[src/rtl/i2c_master_sequencer.sv]
// Single-transaction I2C write sequencer: START, {dev_addr,0}, reg_addr, wr_data, STOP.
// Optional macro I2C_ACK_CHECK_EN enables NACK detection with early STOP.
module i2c_master_sequencer (
  input  logic       clock,
  input  logic       reset,
  input  logic       scl,
  input  logic       cl_low,
  input  logic       cl_high,
  input  logic       start,
  input  logic [6:0] dev_addr,
  input  logic [7:0] reg_addr,
  input  logic [7:0] wr_data,
  input  logic       sda_in,
  output logic       scl_out,
  output logic       sda_oe,
  output logic       busy,
  output logic       done,
  output logic       ack_error
);

`ifdef I2C_ACK_CHECK_EN
  localparam bit AckCheck = 1'b1;
`else
  localparam bit AckCheck = 1'b0;
`endif

  typedef enum logic [2:0] {
    IDLE, WAIT_START, SEND_BIT, ACK_REL, ACK_SAMPLE, STOP_LOW, STOP_HIGH, STOP
  } state_t;

  state_t     state_q, state_d;
  logic [1:0] byte_idx_q, byte_idx_d;
  logic [2:0] bit_idx_q, bit_idx_d;
  logic       rel_pend_q, rel_pend_d;
  logic       gate_q, gate_d;
  logic       sda_oe_q, sda_oe_d;
  logic       busy_q, busy_d;
  logic       done_q, done_d;
  logic       ack_error_q, ack_error_d;
  logic       nack_q, nack_d;
  logic [6:0] dev_q, dev_d;
  logic [7:0] reg_q, reg_d;
  logic [7:0] data_q, data_d;
  logic [7:0] cur_byte;

  always_comb begin
    case (byte_idx_q)
      2'd0:    cur_byte = {dev_q, 1'b0};
      2'd1:    cur_byte = reg_q;
      default: cur_byte = data_q;
    endcase
  end

  always_comb begin
    state_d     = state_q;
    byte_idx_d  = byte_idx_q;
    bit_idx_d   = bit_idx_q;
    rel_pend_d  = rel_pend_q;
    gate_d      = gate_q;
    sda_oe_d    = sda_oe_q;
    busy_d      = busy_q;
    done_d      = 1'b0;
    ack_error_d = ack_error_q;
    nack_d      = nack_q;
    dev_d       = dev_q;
    reg_d       = reg_q;
    data_d      = data_q;

    case (state_q)
      IDLE: begin
        // busy is held through the done cycle so a coincident start is ignored
        if (done_q) begin
          busy_d = 1'b0;
        end else if (start && !busy_q) begin
          dev_d       = dev_addr;
          reg_d       = reg_addr;
          data_d      = wr_data;
          ack_error_d = 1'b0;
          nack_d      = 1'b0;
          busy_d      = 1'b1;
          byte_idx_d  = 2'd0;
          bit_idx_d   = 3'd7;
          rel_pend_d  = 1'b0;
          state_d     = WAIT_START;
        end
      end
      WAIT_START: begin
        if (cl_high) begin
          sda_oe_d = 1'b1;
          gate_d   = 1'b1;
          state_d  = SEND_BIT;
        end
      end
      SEND_BIT: begin
        // nine cl_low slots per byte: eight data bits, then the ACK release
        if (cl_low) begin
          if (rel_pend_q) begin
            sda_oe_d   = 1'b0;
            rel_pend_d = 1'b0;
            state_d    = ACK_REL;
          end else begin
            sda_oe_d = ~cur_byte[bit_idx_q];
            if (bit_idx_q == 3'd0) rel_pend_d = 1'b1;
            else                   bit_idx_d  = bit_idx_q - 3'd1;
          end
        end
      end
      ACK_REL: begin
        if (cl_high) begin
          nack_d  = AckCheck & sda_in;
          state_d = ACK_SAMPLE;
        end
      end
      ACK_SAMPLE: begin
        if (nack_q) begin
          ack_error_d = 1'b1;
          state_d     = STOP_LOW;
        end else if (byte_idx_q == 2'd2) begin
          state_d = STOP_LOW;
        end else begin
          byte_idx_d = byte_idx_q + 2'd1;
          bit_idx_d  = 3'd7;
          state_d    = SEND_BIT;
        end
      end
      STOP_LOW: begin
        if (cl_low) begin
          sda_oe_d = 1'b1;
          state_d  = STOP_HIGH;
        end
      end
      STOP_HIGH: begin
        if (cl_high) begin
          gate_d  = 1'b0;
          state_d = STOP;
        end
      end
      STOP: begin
        if (cl_low) begin
          sda_oe_d   = 1'b0;
          done_d     = 1'b1;
          byte_idx_d = 2'd0;
          bit_idx_d  = 3'd0;
          state_d    = IDLE;
        end
      end
      default: state_d = IDLE;
    endcase
  end

  always_ff @(posedge clock) begin
    if (reset) begin
      state_q     <= IDLE;
      byte_idx_q  <= '0;
      bit_idx_q   <= '0;
      rel_pend_q  <= 1'b0;
      gate_q      <= 1'b0;
      sda_oe_q    <= 1'b0;
      busy_q      <= 1'b0;
      done_q      <= 1'b0;
      ack_error_q <= 1'b0;
      nack_q      <= 1'b0;
      dev_q       <= '0;
      reg_q       <= '0;
      data_q      <= '0;
    end else begin
      state_q     <= state_d;
      byte_idx_q  <= byte_idx_d;
      bit_idx_q   <= bit_idx_d;
      rel_pend_q  <= rel_pend_d;
      gate_q      <= gate_d;
      sda_oe_q    <= sda_oe_d;
      busy_q      <= busy_d;
      done_q      <= done_d;
      ack_error_q <= ack_error_d;
      nack_q      <= nack_d;
      dev_q       <= dev_d;
      reg_q       <= reg_d;
      data_q      <= data_d;
    end
  end

  assign scl_out   = gate_q ? scl : 1'b1;
  assign sda_oe    = sda_oe_q;
  assign busy      = busy_q;
  assign done      = done_q;
  assign ack_error = ack_error_q;

endmodule

[config.mk]
export PLATFORM = sky130hd
export DESIGN_NAME = i2c_master_sequencer
export DESIGN_NICKNAME = d
export VERILOG_FILES = /design/src/rtl/i2c_master_sequencer.sv
export SDC_FILE = /design/constraint.sdc
export NUM_CORES = 1
export LEC_CHECK = 0
export BUFFER_PORTS_ARGS = -buffer_cell sky130_fd_sc_hd__buf_2
export CAP_MARGIN = 15
export CORE_MARGIN = 3
export CORE_UTILIZATION = 55
export CTS_CLUSTER_DIAMETER = 80
export CTS_CLUSTER_SIZE = 10
export DETAILED_ROUTE_END_ITERATION = 8
export PLACE_DENSITY = 0.88
export SLEW_MARGIN = 10
export SYNTH_ARGS = -nofsm -noshare
export SYNTH_HDL_FRONTEND = slang
export SYNTH_SLANG_ARGS = --single-unit
[constraint.sdc]
create_clock -name clock -period 2.2 [get_ports clock]
set_input_delay 0.33 -clock clock [delete_from_list [all_inputs] [get_ports clock]]
set_output_delay 0.33 -clock clock [all_outputs]
set_load 0.05 [all_outputs]
==> results.yml <==
sta:
  tightest_slew_ns: 0.490
  period_share_pct: 92.7
  finalCriticalPeriod_ns: 2.04
  fmax_ghz: 0.490
  skew_ns: 0.00648
  fin_setup_tns_ns: 0
  max_slew_margin_pct: 67.3
  setup_violations: 0
  rsz0062_at_grt: "no"
  report.final.slew_viol_count: 0
  hold_viol: 0
cts:
  clkTransAtPathRegs_ns: 0.11
  post_cts_buffers: 0
  cts_made_buffers: 5
  clk_latency_ns: 0.34
  cts_hold_buf: 0
  htreeDepth: 2
  cts_tree: "built"
  cts.root.buffer_cell: "clkbuf_4"
  clockBufferDepth: 2
  clock_sinks: 37
floorplan:
  dieArea_um2: 4180
  start_util_pct: 59.6
  die_w_um: 64.7
  rows: 20
  ios: 35
  dieHeight_um: 64.7
  coreArea_um2: 3180
worst_hold_path:
  hold_start: "reg_addr[7]"
  hp-class: "input pin to flip-flop"
  min_delay_path_depth: 3
synthesis:
  synth-async-reset-ratio_pct: 0
  syn_avg_cell_area_um2: 7.76
  seq_area_frac_synth_pct: 39.1
  ys_top_cells_by_area: "dfxtp_1 (39%), nand2_1 (11%), a21oi_1 (8.5%), ha_1 (3.3%), nor2_1 (2.6%)"
  synth_seq_cells: 37
  synth_edf_count: 0
  yosysUniqueCellTypes: 50
  synth-xor-area-share_pct: 0.925
  synthMuxAreaShare_pct: 1.12
  synth.top_cell.area_share_pct: 39.1
  synth-adder-area-share_pct: 3.30
  synthTopCellsByCount: "nand2_1 (56), dfxtp_1 (37), a21oi_1 (32), nor2_1 (13), clkbuf_1 (9)"
  syn-num-nets: 279
  ys.warnings.count: 0
  synth_top_family_by_area: "compound AO/OA/AOI/OAI gates"
  post-synth-top-count-cell: "nand2_1"
  synth_compound_area_share_pct: 25.0
  synthCells: 244
  synth_ff_type: "dfxtp_1"
  synthSimpleGateAreaFrac_pct: 24.9
  yosys.area.top_type: "dfxtp_1"
  synth_area_um2: 1890
drt:
  avgRoutedWirePerCell_um: 12.8
  drtAntennaViolNets: 0
  vias_per_cell: 5.72
  wirelength_um: 4090
  drt_iter0_drc: 126
  drc: 0
  vias: 1819
  first_pass_iters: 5
critical_path:
  required_ns: 2.44
  reg2reg_from: "byte_idx_q[0]"
  slowest_delay_ns: 0.42
  cp_max_fo: 9
  worst_r2r_path_depth: 7
  critPathTopFamily: "compound AO/OA/AOI/OAI gates"
  cpMaxStageDelayCell: "o41a_1"
  crit_path_end_kind: "flip-flop"
  crit_start: "byte_idx_q[0]"
  path_buf_inv: 1
  worstSetupPathType: "flip-flop to flip-flop"
  worstSetupStartpointType: "flip-flop"
  cp.arrival_ns: 2.27
  crit_chain: "inv_1 -> ha_1 -> nor3b_1 -> a211oi_1 -> a311oi_2 -> a2111oi_2 -> o41a_1"
  path_depth: 7
global_routing:
  grt_max_degree: 24
  grt_use_total_pct: 21.4
  antenna_found_initial: 0
  grt_pass1_wl_um: 6910
  grt-ovfl-total: 0
  first_global_vias: 1561
pwr:
  p_sw_w: 0.000912
  p_int_w: 0.00148
  pwr-share-comb_pct: 40.5
  ir_drop_mv: 0.477
  swShare_pct: 38.1
  power_density_nw_per_um2: 1100
  p_clk_share_pct: 20.5
  leakage_nw: 0.823
  p_seq_share_pct: 39.0
place:
  placed_area_um2: 2090
  dpl.hpwl_um: 2970
  port_buffers: 33
  gp_congestion: 0.886
final_layout:
  final_cell_area_um2: 2180
  final.fill_count: 279
  layout-drive-gt1-share_pct: 20.4
  antennaDiodeCount: 0
  area_delta_synth_final_pct: 15.3
  nets: 308
run_status:
  status: "complete, no violations"
job:
  maxCapViolations: 0
==> layer usage <==
metal,vias to the layer above,wire length [um],GRT usage [%]
met5,-,0,0
met4,0,106,12.4
met3,11,242,4.85
met2,58,1880,31.6
met1,834,1860,28.5
li1,916,-,-
==> state kept, by name, indices dropped and copies added, names as in the netlist, 2 cells and up <==
signal,flops
data_q,8
reg_q,8
dev_q,7
bit_idx_q,3
state_q,3
byte_idx_q,2
==> path summary, 6_finish.rpt <==
| path | slack (ns) | endpoint |
|---|---|---|
| max | 0.16 | sda_oe |
| min | 0.21 | reg_q[7] |
| max reg2reg | 0.16 | sda_oe |
| min reg2reg | 0.46 | busy |
==> stage by stage <==
step,hold slack (ns),utilization [%],cells,total power [W],setup WS (ns)
floorplan,0.432,-,244,0.00167,0.291
global placement,0.443,65.6,310,0.00187,0.200
detailed placement,0.450,65.6,310,0.00189,0.0479
CTS,0.194,68.3,318,0.00239,0.0327
global route,0.193,68.7,318,0.00257,0.0410
finish,0.208,68.7,318,0.00239,0.161
==> what timing repair did <==
item,in CTS,in global routing
endpoints found under the setup margin,0,1
endpoints found under the hold margin,0,0
resized for setup,0,2
==> worst min-delay path, stage by stage <==
cell     delay (ns)
buf_2          0.09
nand2_1        0.04
a21oi_1        0.05
==> cells by family (layout without fill, tap and decap cells) <==
kind of cell,after synthesis,after routing
AO/OA/AOI/OAI,71,71
XOR/XNOR,2,2
adder cells (fa/ha/maj),5,5
buffers and inverters,25,55
flip-flops,37,37
multiplexers,2,2
AND/OR/NAND/NOR,102,102
==> placed cells by master (no fill, tap or decap), types with 2 or more instances in the layout <==
master    count
a211oi_1      6
a21oi_1      32
a22o_1        3
a22oi_1       4
a31oi_1       5
and3_1        3
buf_2        33
buf_4         7
clkbuf_4      5
dfxtp_1      37
ha_1          5
inv_1         7
nand2_1      56
nand2b_1      2
nand3_1       5
nor2_1       13
nor3_1        7
nor3b_1       4
o211ai_1      2
o21ai_0       3
o21ai_1       2
o22ai_1       2
xnor2_1       2
==> power groups by stage <==
stage / Combinational, W / Clock, W / Sequential, W
after floorplan: 0.000753 / 0 / 0.000921
after global placement: 0.000925 / 0 / 0.000942
after detailed placement: 0.000949 / 0 / 0.000944
after CTS: 0.000956 / 0.000503 / 0.000930
after global routing: 0.00109 / 0.000531 / 0.000952
final: 0.000969 / 0.000492 / 0.000934
==> layout make-up <==
cell class | instances | area [um2] | share of cell area (%)
inverter | 7 | 26.3 | 1.20
sequential | 37 | 741 | 33.9
tap | 44 | 55.1 | 2.52
clock inverter | 1 | 30.0 | 1.38
clock buffer | 7 | 55.1 | 2.52
timing repair buffer | 40 | 218 | 9.98
multi-input combinational | 182 | 1060 | 48.5
Power figures use the tool's default switching activity.
